<file path="src/rtl/video_mux_pipe.sv">
// Two-stage pipelined display mux: eight background render modes, crosshair overlay,
// frame-synchronous double-buffered settings, and timing signals delayed to match the pixel.
module video_mux_pipe #(
    parameter int          CH_W        = 8,
    parameter int          H_W         = 11,
    parameter int          V_W         = 10,
    parameter logic [23:0] BIN_COLOR   = 24'h00FF00,
    parameter logic [23:0] MASK_COLOR  = 24'hFF77AA,
    parameter logic [23:0] CROSS_COLOR = 24'hFF0000
) (
    input  logic                clk_in,
    input  logic                rst_n_in,
    input  logic                valid_in,
    input  logic                frame_start_in,
    input  logic [H_W-1:0]      h_count_in,
    input  logic [V_W-1:0]      v_count_in,
    input  logic                hsync_in,
    input  logic                vsync_in,
    input  logic                blank_in,
    input  logic [3*CH_W-1:0]   camera_pixel_in,
    input  logic                bin_in,
    input  logic                thresholded_pixel_in,
    input  logic [2:0]          mode_in,
    input  logic                cross_en_in,
    input  logic [H_W-1:0]      cross_x_in,
    input  logic [V_W-1:0]      cross_y_in,
    output logic [3*CH_W-1:0]   pixel_out,
    output logic                valid_out,
    output logic                hsync_out,
    output logic                vsync_out,
    output logic                blank_out,
    output logic [2:0]          active_mode_out
);

    localparam int PIX_W = 3 * CH_W;
    localparam logic [PIX_W-1:0] BIN_C   = PIX_W'(BIN_COLOR);
    localparam logic [PIX_W-1:0] MASK_C  = PIX_W'(MASK_COLOR);
    localparam logic [PIX_W-1:0] CROSS_C = PIX_W'(CROSS_COLOR);

    // Per-channel average with the mask colour; the extra sum bit prevents wrap.
    function automatic logic [PIX_W-1:0] blend_fn(input logic [PIX_W-1:0] c,
                                                  input logic [PIX_W-1:0] m);
        logic [PIX_W-1:0] res;
        logic [CH_W:0]    sum;
        res = {PIX_W{1'b0}};
        for (int i = 0; i < 3; i++) begin
            sum = {1'b0, c[i*CH_W +: CH_W]} + {1'b0, m[i*CH_W +: CH_W]};
            res[i*CH_W +: CH_W] = CH_W'(sum >> 1);
        end
        return res;
    endfunction

    // Luma approximation (R + 2G + B) / 4 at CH_W+2 bits.
    function automatic logic [CH_W-1:0] luma_fn(input logic [PIX_W-1:0] c);
        logic [CH_W+1:0] y;
        y = {2'b00, c[3*CH_W-1 -: CH_W]} + {1'b0, c[2*CH_W-1 -: CH_W], 1'b0}
          + {2'b00, c[CH_W-1:0]};
        return CH_W'(y >> 2);
    endfunction

    logic                load_s;
    logic [2:0]          mode_sh_r;
    logic                cen_sh_r;
    logic [H_W-1:0]      cx_sh_r;
    logic [V_W-1:0]      cy_sh_r;
    logic [2:0]          eff_mode_s;
    logic                eff_cen_s;
    logic [H_W-1:0]      eff_cx_s;
    logic [V_W-1:0]      eff_cy_s;
    logic                hit_s;

    logic                valid_r1, hsync_r1, vsync_r1, blank_r1;
    logic [2:0]          mode_r1;
    logic [PIX_W-1:0]    cam_r1;
    logic                t_r1, b_r1, hit_r1;
    logic [CH_W-1:0]     luma_r1;
    logic [PIX_W-1:0]    blend_r1;

    logic [PIX_W-1:0]    sel_pix_s;
    logic [PIX_W-1:0]    final_pix_s;

    logic [PIX_W-1:0]    pix_r2;
    logic                valid_r2, hsync_r2, vsync_r2, blank_r2;
    logic [2:0]          mode_r2;

    assign load_s = valid_in && frame_start_in;

    // Shadow settings register, loaded only with a valid frame-start pixel.
    always_ff @(posedge clk_in or negedge rst_n_in) begin
        if (!rst_n_in) begin
            mode_sh_r <= 3'd0;
            cen_sh_r  <= 1'b0;
            cx_sh_r   <= {H_W{1'b0}};
            cy_sh_r   <= {V_W{1'b0}};
        end else if (load_s) begin
            mode_sh_r <= mode_in;
            cen_sh_r  <= cross_en_in;
            cx_sh_r   <= cross_x_in;
            cy_sh_r   <= cross_y_in;
        end else begin
            mode_sh_r <= mode_sh_r;
            cen_sh_r  <= cen_sh_r;
            cx_sh_r   <= cx_sh_r;
            cy_sh_r   <= cy_sh_r;
        end
    end

    // Effective settings: the frame-start pixel bypasses the shadow with the new values.
    always_comb begin
        eff_mode_s = mode_sh_r;
        eff_cen_s  = cen_sh_r;
        eff_cx_s   = cx_sh_r;
        eff_cy_s   = cy_sh_r;
        if (load_s) begin
            eff_mode_s = mode_in;
            eff_cen_s  = cross_en_in;
            eff_cx_s   = cross_x_in;
            eff_cy_s   = cross_y_in;
        end else begin
            eff_mode_s = mode_sh_r;
            eff_cen_s  = cen_sh_r;
            eff_cx_s   = cx_sh_r;
            eff_cy_s   = cy_sh_r;
        end
    end

    assign hit_s = eff_cen_s && ((h_count_in == eff_cx_s) || (v_count_in == eff_cy_s));

    // Stage 1: capture inputs, effective settings and the arithmetic candidates.
    always_ff @(posedge clk_in or negedge rst_n_in) begin
        if (!rst_n_in) begin
            valid_r1 <= 1'b0;
            hsync_r1 <= 1'b0;
            vsync_r1 <= 1'b0;
            blank_r1 <= 1'b0;
            mode_r1  <= 3'd0;
            cam_r1   <= {PIX_W{1'b0}};
            t_r1     <= 1'b0;
            b_r1     <= 1'b0;
            hit_r1   <= 1'b0;
            luma_r1  <= {CH_W{1'b0}};
            blend_r1 <= {PIX_W{1'b0}};
        end else begin
            valid_r1 <= valid_in;
            hsync_r1 <= hsync_in;
            vsync_r1 <= vsync_in;
            blank_r1 <= blank_in;
            mode_r1  <= eff_mode_s;
            cam_r1   <= camera_pixel_in;
            t_r1     <= thresholded_pixel_in;
            b_r1     <= bin_in;
            hit_r1   <= hit_s;
            luma_r1  <= luma_fn(camera_pixel_in);
            blend_r1 <= blend_fn(camera_pixel_in, MASK_C);
        end
    end

    // Background render mode selection.
    always_comb begin
        sel_pix_s = cam_r1;
        case (mode_r1)
            3'd0: sel_pix_s = cam_r1;
            3'd1: sel_pix_s = b_r1 ? BIN_C : cam_r1;
            3'd2: sel_pix_s = t_r1 ? {PIX_W{1'b1}} : {PIX_W{1'b0}};
            3'd3: sel_pix_s = t_r1 ? MASK_C : cam_r1;
            3'd4: sel_pix_s = t_r1 ? blend_r1 : cam_r1;
            3'd5: sel_pix_s = {3{luma_r1}};
            3'd6: sel_pix_s = t_r1 ? MASK_C : {3{luma_r1}};
            3'd7: sel_pix_s = cam_r1;
            default: sel_pix_s = cam_r1;
        endcase
    end

    // Blanking beats the overlay, the overlay beats the background.
    always_comb begin
        final_pix_s = sel_pix_s;
        if (blank_r1 || !valid_r1) begin
            final_pix_s = {PIX_W{1'b0}};
        end else if (hit_r1) begin
            final_pix_s = CROSS_C;
        end else begin
            final_pix_s = sel_pix_s;
        end
    end

    // Stage 2: registered outputs.
    always_ff @(posedge clk_in or negedge rst_n_in) begin
        if (!rst_n_in) begin
            pix_r2   <= {PIX_W{1'b0}};
            valid_r2 <= 1'b0;
            hsync_r2 <= 1'b0;
            vsync_r2 <= 1'b0;
            blank_r2 <= 1'b0;
            mode_r2  <= 3'd0;
        end else begin
            pix_r2   <= final_pix_s;
            valid_r2 <= valid_r1;
            hsync_r2 <= hsync_r1;
            vsync_r2 <= vsync_r1;
            blank_r2 <= blank_r1;
            mode_r2  <= mode_r1;
        end
    end

    assign pixel_out       = pix_r2;
    assign valid_out       = valid_r2;
    assign hsync_out       = hsync_r2;
    assign vsync_out       = vsync_r2;
    assign blank_out       = blank_r2;
    assign active_mode_out = mode_r2;

endmodule

</file>
<file path="config.mk">
export PLATFORM = sky130hd
export DESIGN_NAME = video_mux_pipe
export DESIGN_NICKNAME = d
export VERILOG_FILES = /design/src/rtl/video_mux_pipe.sv
export SDC_FILE = /design/constraint.sdc
export NUM_CORES = 1
export LEC_CHECK = 0
export ABC_AREA = 1
export BUFFER_PORTS_ARGS = -buffer_cell sky130_fd_sc_hd__clkbuf_2
export CORE_UTILIZATION = 30
export CTS_CLUSTER_SIZE = 25
export DETAILED_ROUTE_END_ITERATION = 12
export PLACE_DENSITY = 0.48
export SLEW_MARGIN = 20
export SYNTH_ARGS = -nofsm -noshare
export SYNTH_HDL_FRONTEND = slang
export SYNTH_SLANG_ARGS = --single-unit
</file>
<file path="constraint.sdc">
create_clock -name clk_in -period 1.7 [get_ports clk_in]
set_input_delay 0.34 -clock clk_in [delete_from_list [all_inputs] [get_ports clk_in]]
set_output_delay 0.34 -clock clk_in [all_outputs]
set_load 0.01 [all_outputs]
</file>
==> results of run 1 <==
==> stage by stage <==
stage | setup TNS, ns | util (%)
global placement | -1.99 | 38.0
CTS | -0.00213 | 41.3
floorplan | -0.730 | -
detailed placement | -2.22 | 38.0
global route | -0.274 | 41.7
finish | -0.0697 | 41.7
==> logic make-up after synthesis <==
group,count (synthesis)
AO/OA/AOI/OAI,121
adder cells (fa/ha/maj),18
XOR/XNOR,22
buffers and inverters,114
AND/OR/NAND/NOR,330
flip-flops,119
==> repair_timing <==
| action | in CTS | in global routing |
|---|---|---|
| pin swaps | 2 | 3 |
| hold buffers | 1 | 0 |
| setup endpoints to repair | 2 | 21 |
| resized for setup | 3 | 27 |
| setup buffers | 1 | 2 |
| hold endpoints to repair | 15 | 0 |
| gates cloned | 0 | 0 |
==> worst max path at each step <==
stage | to | cells after the start | slack, ns | from
finish | luma_r1[7] | 10 | -0.04 | camera_pixel_in[18]
global route | luma_r1[7] | 10 | -0.1 | camera_pixel_in[18]
CTS | luma_r1[7] | 10 | -0.002 | camera_pixel_in[18]
detailed placement | luma_r1[7] | 10 | -0.50 | camera_pixel_in[2]
global placement | luma_r1[7] | 10 | -0.47 | camera_pixel_in[2]
floorplan | luma_r1[7] | 9 | -0.30 | camera_pixel_in[2]
==> Yosys cell counts, drive strengths merged <==
cell type	n	area, µm²
o311ai	1	8.76
a21boi	1	7.51
buf	17	93.8
o21a	3	22.5
clkinv	1	3.75
nand4	5	31.3
dfrtp	119	2980
o22ai	3	18.8
a21oi	36	180
nor3b	1	7.51
o211ai	7	52.6
nor2	61	239
xnor2	8	70.1
nand2	183	687
o21bai	1	7.51
ha	10	125
o21ai	56	280
a21o	1	7.51
fa	8	160
a31oi	10	62.6
inv	90	338
or3	1	6.26
a22oi	1	7.51
nand3	49	255
nor3	9	50.1
nand3b	17	128
or2	4	25.0
xor2	14	123
clkbuf	6	23.8
a211oi	1	7.51
==> final cells by class <==
class / instances / area share (%)
clock buffers: 22 / 5.95
clock inverters: 8 / 1.49
inverters: 91 / 4.26
multi-input cells: 491 / 32.5
flip-flops and latches: 119 / 36.6
well taps: 265 / 4.07
repair buffers: 184 / 15.1
==> metal layers <==
metal	part of all wire, %	vias to the layer above	global-route usage [%]
met1	49	2469	25.5
met3	4.4	33	3.33
met5	0	-	0
met4	2.7	0	7.61
li1	-	2697	-
met2	44	149	26.8
==> report_power, final <==
group / leakage (µW) / internal [µW] / switching, µW / total (µW)
registers: 0.00145 / 3140 / 206 / 3350
clock network: 0.000298 / 2440 / 1260 / 3690
logic: 0.00257 / 806 / 1080 / 1890
==> state kept, by name, summed over array words and instances, names as in the netlist, 3 cells and up <==
name             cells
luma_r1              8
cx_sh_r             11
pixel_out           24
blend_r1            24
mode_r1              3
cam_r1              24
active_mode_out      3
cy_sh_r             10
==> worst register-to-register path, delay by kind of cell, from the launching register on <==
kind                   cells  cell delay [ns]
and+or+nand+nor            6             0.71
DFF                        1             0.46
buffers and inverters      3             0.37
==> results.md, run 1 <==
- Post-Route WL: 17300 µm
- Cell count after placement: 1146
- Ports: 110
- Max_cap viols: 0
- PwrDens: 1100 nW/µm²
- Via count: 5348
- Chip height: 144 µm
- Worst endpoint required time: 2.06 ns
- Drc violations: 0
- Final WS setup: -0.0410 ns
- Hold path depth: 1
- Worst Skew: 0.00920 ns
- Crit path capture type: register
- Pin count of the biggest net entering global routing: 33
- Mapped Cells: 724
- Clk buf depth: 2
- Sequential area share after synthesis: 49.6%
- Number of global-route vias before repair: 5082
- Multi-input logic area: 2650 µm²
- Post-Syn Area: 6010 µm²
- Post-route cell area: 8140 µm²
- Crit path cell chain: buf_8, fa_1, inv_2, fa_2, nand3b_1, nand2_2, nand3_2, a21boi_2, o21ai_1, nand2_1
- Leakage power total: 0.00431 µW
- FF+latch count, synth: 119
- Core Area: 19500 µm²
- RR Startpoint: mode_r1[2]
- Global-route wire length before repair: 27300 µm
- Worst-path maximum fanout: 2
- Num Clock Sinks: 119
- XOR/XNOR share of the synthesized area: 3.21%
- Overall power: 8930 µW
- Worst hold slack: 0.0346 ns
- Crit path DAT: 2.10 ns
- Final period demand of the worst path: 1.74 ns
- FF-to-FF path depth: 9
- DP Area: 7430 µm²
- GR Overflow Total: 0
- Max-slew headroom: 73.8%
- R2r setup slk: 0.06 ns
- CTS HTree Levels: 4
- Worst Hold Path EP: t_r1
- Hold Path Class: input pin to register
- Synthesized Nets: 821
- Final hold violations: 0
- Failing checks: setup timing
- Max frequency: 574 MHz
- CP Class: input pin to register
- Worst-path clk slew: 0.05 ns
- Die area: 20600 µm²
- Drt wl/cell: 14.7 µm
- Final nets: 1001
- Syn avg cell area: 8.30 µm²
- Startpoint types: input pin
- CP max stage delay: 0.56 ns
- PortBufs: 109
- Synth warn: 0
- Run status: complete, but fails checks
- Post-Synth Adder-Cell Area: 4.75%
- Share of layout cells above drive strength 1: 27.0%
- Gr usage total: 18.0%
- Commonest non-fill, non-tap cell in the layout: nand2_1
- Register area: 2980 µm²
- Fin cells: 1180
- Vias per inst: 4.53
- RD Place Congestion: 0.879
- WP buf/inv: 2
- Starting Density: 30.8%
- Final setup fails: 2
- Area Overhead vs Synth: 35.6%
- Pre-antenna DRT Iters: 7
- CTS root buf: clkbuf_16
- RSZ-0062 raised after global routing: true
- Critical path's top delay family: adder cells
- Worst reg2reg endpoint: pixel_out[7]
- Num CTS Buffers: 17
- Initial antenna violation count: 0
- Commonest non-fill, non-tap cells in the layout: nand2_1 (178), dfrtp_1 (116), clkbuf_2 (106)
- Slew Viols, Final: 0
- Post-synthesis compound-gate area fraction: 11.0%
- Chip width: 144 µm
- CP max-delay cell: fa_1
- Transition time of the tightest slew-check pin: 0.393 ns
- Min-delay src: thresholded_pixel_in
- Initial DRC Count: 279
- Worst skew pair latency: 0.42 ns
- Filler cell count: 2029
- CTS tree: yes
- Antenna-violating nets left: 0
- Row Count: 51
- Max IR drop VDD: 0.000555 V
- Mux share of post-synthesis cell area: 0%
- Ant diodes: 0
- Number of distinct library cells after synthesis: 39
- Placement Setup Slack: -0.503 ns
- Fin crit share: 102%
- Largest family of logic cells by synthesized area: simple AND/OR/NAND/NOR gates
- Post-DP HPWL: 13500 µm
- Post-Synth Simple-Gate Area: 23.8%
No activity file was read; power rests on OpenSTA's default activity.
==> inputs of run 2 (changes only) <==
--- a/config.mk
+++ b/config.mk
@@ -7,10 +7,12 @@
 export LEC_CHECK = 0
 export ABC_AREA = 1
 export BUFFER_PORTS_ARGS = -buffer_cell sky130_fd_sc_hd__clkbuf_2
+export CELL_PAD_IN_SITES_DETAIL_PLACEMENT = 1
+export CELL_PAD_IN_SITES_GLOBAL_PLACEMENT = 1
 export CORE_UTILIZATION = 30
 export CTS_CLUSTER_SIZE = 25
 export DETAILED_ROUTE_END_ITERATION = 12
-export PLACE_DENSITY = 0.48
+export PLACE_DENSITY = 0.61
 export SLEW_MARGIN = 20
 export SYNTH_ARGS = -nofsm -noshare
 export SYNTH_HDL_FRONTEND = slang
==> results.md, run 2 (synthesis gave the netlist of run 1 again) <==
- Commonest non-fill, non-tap cell in the layout: nand2_1
- CTS tree: yes
- Chip width: 144 µm
- Cell count after placement: 1134
- Hold Path Class: input pin to register
- Drc violations: 0
- Post-Route WL: 19300 µm
- Share of layout cells above drive strength 1: 26.6%
- Startpoint types: input pin
- CTS HTree Levels: 4
- PwrDens: 1150 nW/µm²
- Fin Setup TNS: -0.0475 ns
- Worst Skew: 0.0101 ns
- Fin crit share: 102%
- Via count: 5504
- Worst hold slack: 0.0202 ns
- Worst endpoint required time: 2.06 ns
- Drt wl/cell: 16.5 µm
- Pin count of the biggest net entering global routing: 69
- Area Overhead vs Synth: 35.6%
- CP max stage delay: 0.57 ns
- Overall power: 9370 µW
- Final nets: 993
- Chip height: 144 µm
- Run status: complete, but fails checks
- Worst-path maximum fanout: 2
- Ant diodes: 0
- Crit path DAT: 2.10 ns
- Critical path's top delay family: adder cells
- Die area: 20600 µm²
- Number of global-route vias before repair: 5857
- Pre-antenna DRT Iters: 4
- Num CTS Buffers: 17
- PortBufs: 109
- Transition time of the tightest slew-check pin: 0.378 ns
- Commonest non-fill, non-tap cells in the layout: nand2_1 (179), dfrtp_1 (115), clkbuf_2 (105)
- Leakage power total: 0.00429 µW
- RSZ-0062 raised after global routing: true
- Initial antenna violation count: 0
- Final WS setup: -0.0369 ns
- Antenna-violating nets left: 0
- GR Overflow Total: 0
- Num Clock Sinks: 119
- RD Place Congestion: 0.884
- Fin cells: 1174
- Crit path cell chain: buf_6, fa_1, inv_2, fa_2, nand3b_1, nand2_2, nand3_2, a21boi_2, o21ai_1, nand2_1
- Crit path capture type: register
- Final setup fails: 2
- Ports: 110
- Vias per inst: 4.69
- Worst-path clk slew: 0.06 ns
- Gr usage total: 20.1%
- Initial DRC Count: 230
- CP Class: input pin to register
- Starting Density: 30.8%
- Final hold violations: 0
- WP buf/inv: 2
- Final period demand of the worst path: 1.74 ns
- CP max-delay cell: fa_1
- Placement Setup Slack: -0.548 ns
- Max-slew headroom: 74.8%
- CTS root buf: clkbuf_16
- Max frequency: 576 MHz
- Max_cap viols: 0
- Slew Viols, Final: 0
- Clk buf depth: 2
- Post-DP HPWL: 15500 µm
- Global-route wire length before repair: 30800 µm
- Worst skew pair latency: 0.42 ns
- Core Area: 19500 µm²
- Row Count: 51
- Failing checks: setup timing
- Max IR drop VDD: 0.000531 V
## run 2: worst reg2reg max path, cell delays in order, from the launching register on
cell	delay [ns]
dfrtp_2	0.44
inv_2	0.09
nor2_2	0.04
buf_4	0.13
nand3_2	0.09
nand2_1	0.13
a21oi_1	0.31
nand2_1	0.17
nand2_1	0.09
inv_1	0.04
## run 2: final cells by class
type | instances | area (µm²)
inverter | 91 | 352
fill | 2384 | 11400
clock buffer | 20 | 457
tap | 265 | 332
clock inverter | 12 | 221
multi-input combinational | 491 | 2630
timing repair buffer | 176 | 1170
sequential | 119 | 2980
## run 2: report_power, final
| part | switching (µW) | total (µW) | internal (µW) |
|---|---|---|---|
| Combinational | 1120 | 1910 | 791 |
| Clock | 1300 | 4120 | 2820 |
| Sequential | 196 | 3340 | 3140 |
## run 2: worst paths after layout
check                                          start  slack (ns)  cells after the start           end
max in group asynchronous                   rst_n_in        0.86                      3    mode_r1[1]
min in group asynchronous                   rst_n_in        0.25                      2    cx_sh_r[1]
worst max-delay path             camera_pixel_in[18]       -0.04                     10    luma_r1[7]
worst max register to register            mode_r1[1]        0.06                      9  pixel_out[2]
worst min-delay path            thresholded_pixel_in        0.02                      1          t_r1
worst min register to register              vsync_r1        0.35                      0     vsync_out
## run 2: stage by stage
stage                     cell area, µm²  utilization [%]
after floorplan                     6030                -
after global placement              7310             37.5
after detailed placement            7310             37.5
after CTS                           8030             41.1
after global routing                8150             41.7
final                               8150             41.7
## run 2: repair_timing
action	in CTS	in global routing
hold buffers	1	0
endpoints found under the hold margin	113	0
endpoints found under the setup margin	6	21
pin swaps	2	1
buffers inserted	1	6
gates resized for setup	6	27
## run 2: metal layers
layer	wire length (µm)	GRT usage (%)
met5	0	0
met4	367	6.61
met3	760	3.77
met2	9230	32.6
met1	8980	26.9
==> inputs of run 3 (changes only) <==
--- a/config.mk
+++ b/config.mk
@@ -9,10 +9,11 @@
 export BUFFER_PORTS_ARGS = -buffer_cell sky130_fd_sc_hd__clkbuf_2
 export CELL_PAD_IN_SITES_DETAIL_PLACEMENT = 1
 export CELL_PAD_IN_SITES_GLOBAL_PLACEMENT = 1
-export CORE_UTILIZATION = 30
+export CORE_UTILIZATION = 41
+export CTS_CLUSTER_DIAMETER = 150
 export CTS_CLUSTER_SIZE = 25
 export DETAILED_ROUTE_END_ITERATION = 12
-export PLACE_DENSITY = 0.61
+export PLACE_DENSITY = 0.79
 export SLEW_MARGIN = 20
 export SYNTH_ARGS = -nofsm -noshare
 export SYNTH_HDL_FRONTEND = slang
==> results.md, run 3 (synthesis gave the netlist of run 1 again) <==
- Run status: complete, but fails checks
- Failing checks: setup timing
- CTS root buf: clkbuf_16
- PortBufs: 109
- Post-route core utilization: 56.9%
- RSZ-0062 raised after global routing: true
- Slew Viols, Final: 0
- Worst-path maximum fanout: 2
- Max_cap viols: 0
- Clk network pwr share: 43.0%
- Vias per inst: 5.22
- Hold Path Class: input pin to register
- Final period demand of the worst path: 1.78 ns
- Drt wl/cell: 18.3 µm
- Switch share: 28.3%
- Filler cell count: 1725
- Worst endpoint required time: 2.07 ns
- Hold path depth: 1
- Sequential share of power: 36.1%
- Max IR drop VDD: 0.000761 V
- Gr usage total: 27.6%
- Initial DRC Count: 282
- Max frequency: 563 MHz
- Net Switching: 2620 µW
- Max-slew headroom: 73.0%
- Ports: 110
- Final setup fails: 2
- Row Count: 43
- Share of layout cells above drive strength 1: 26.5%
- Pre-antenna DRT Iters: 5
- Post-route cell area: 8030 µm²
- Commonest non-fill, non-tap cell in the layout: nand2_1
- Area Overhead vs Synth: 33.6%
- GR Overflow Total: 0
- Drc violations: 0
- Post-DP HPWL: 14700 µm
- Leakage power total: 0.00428 µW
- Worst hold slack: 0.0200 ns
- Worst-path clk slew: 0.05 ns
- Transition time of the tightest slew-check pin: 0.405 ns
- CTS tree: yes
- Core Area: 14100 µm²
- CTS HTree Levels: 4
- Placement Setup Slack: -0.537 ns
- Die area: 15100 µm²
- Chip width: 123 µm
- Startpoint types: input pin
- Global-route wire length before repair: 30900 µm
- Worst skew pair latency: 0.43 ns
- DP Area: 7190 µm²
- Num Clock Sinks: 119
- Via count: 5668
- Comb pwr share: 20.9%
- FF-to-FF path depth: 8
- Commonest non-fill, non-tap cells in the layout: nand2_1 (178), dfrtp_1 (115), clkbuf_2 (105)
- Crit path capture type: register
- Num CTS Buffers: 17
- Fin crit share: 104%
- Final nets: 989
- Final WS setup: -0.0762 ns
- RD Place Congestion: 0.878
- Number of global-route vias before repair: 5946
- Starting Density: 42.6%
- Worst Skew: 0.00786 ns
- PwrDens: 1150 nW/µm²
- Crit path DAT: 2.14 ns
- Ant diodes: 0
- Initial antenna violation count: 0
- Clk buf depth: 2
- Chip height: 123 µm
- Pin count of the biggest net entering global routing: 70
- CP Class: input pin to register
- Final hold violations: 0
- Int Pwr: 6630 µW
- Post-Route WL: 19800 µm
- Antenna-violating nets left: 0
run 3: cell count changes in the layout (fill, tap and decap cells not counted), moves of 2 or more:
| cell | delta |
|---|---|
| buf_4 | -4 |
| clkbuf_1 | +3 |
| clkbuf_8 | +2 |
| clkinvlp_4 | -2 |
run 3: per-layer routing:
layer / wire [µm] / vias up / GRT usage (%) / part of all wire [%]
met1: 8830 / 2817 / 36.6 / 44
met5: 0 / - / 0 / 0
li1: - / 2678 / - / -
met2: 9760 / 138 / 45.6 / 49
met4: 490 / 0 / 10.4 / 2.5
met3: 766 / 35 / 4.52 / 3.9
run 3: cell type report:
type / count / area, µm² / share of cell area, %
clock buffer: 24 / 482 / 6.00
clock inverter: 8 / 168 / 2.09
inverter: 91 / 354 / 4.41
multi-input combinational: 491 / 2670 / 33.3
sequential: 119 / 2980 / 37.2
tap: 180 / 225 / 2.81
timing repair buffer: 172 / 1140 / 14.2
run 3: final timing paths:
check	start	to	slack [ns]
setup / recovery	camera_pixel_in[17]	luma_r1[7]	-0.08
hold / removal	vsync_in	vsync_r1	0.02
setup reg to reg	mode_r1[0]	pixel_out[1]	0.08
hold reg to reg	vsync_r1	vsync_out	0.36
max in group asynchronous	rst_n_in	pixel_out[5]	0.88
min in group asynchronous	rst_n_in	cy_sh_r[8]	0.46
run 3: power by group through the flow:
stage / Combinational (µW) / Sequential, µW / Clock, µW
after CTS: 1860 / 3330 / 4010
final: 1940 / 3340 / 3970
after global routing: 2160 / 3360 / 4150
after detailed placement: 1800 / 3370 / 0
after global placement: 1720 / 3360 / 0
after floorplan: 983 / 3330 / 0
run 3: worst max-delay path, stage by stage:
cell and delay (ns):
buf_6 0.10, fa_1 0.54, nand3_2 0.09, fa_2 0.40, nand3b_1 0.17, nand2_2 0.09
nand3_2 0.08, a21boi_2 0.18, o21ai_1 0.09, nand2_1 0.06
run 3: metrics by stage:
stage | setup TNS, ns | instances | power [µW]
after floorplan | -0.730 | 724 | 4320
after global placement | -1.95 | 1046 | 5080
after detailed placement | -2.38 | 1046 | 5170
after CTS | -0.0290 | 1081 | 9200
after global routing | -0.372 | 1085 | 9670
final | -0.117 | 1085 | 9250
run 3: repair_timing:
action / in CTS / in global routing
resized for setup: 5 / 35
pin swaps: 2 / 12
buffers inserted: 2 / 4
endpoints found under the hold margin: 119 / 0
endpoints found under the setup margin: 3 / 27
hold buffers: 1 / 0
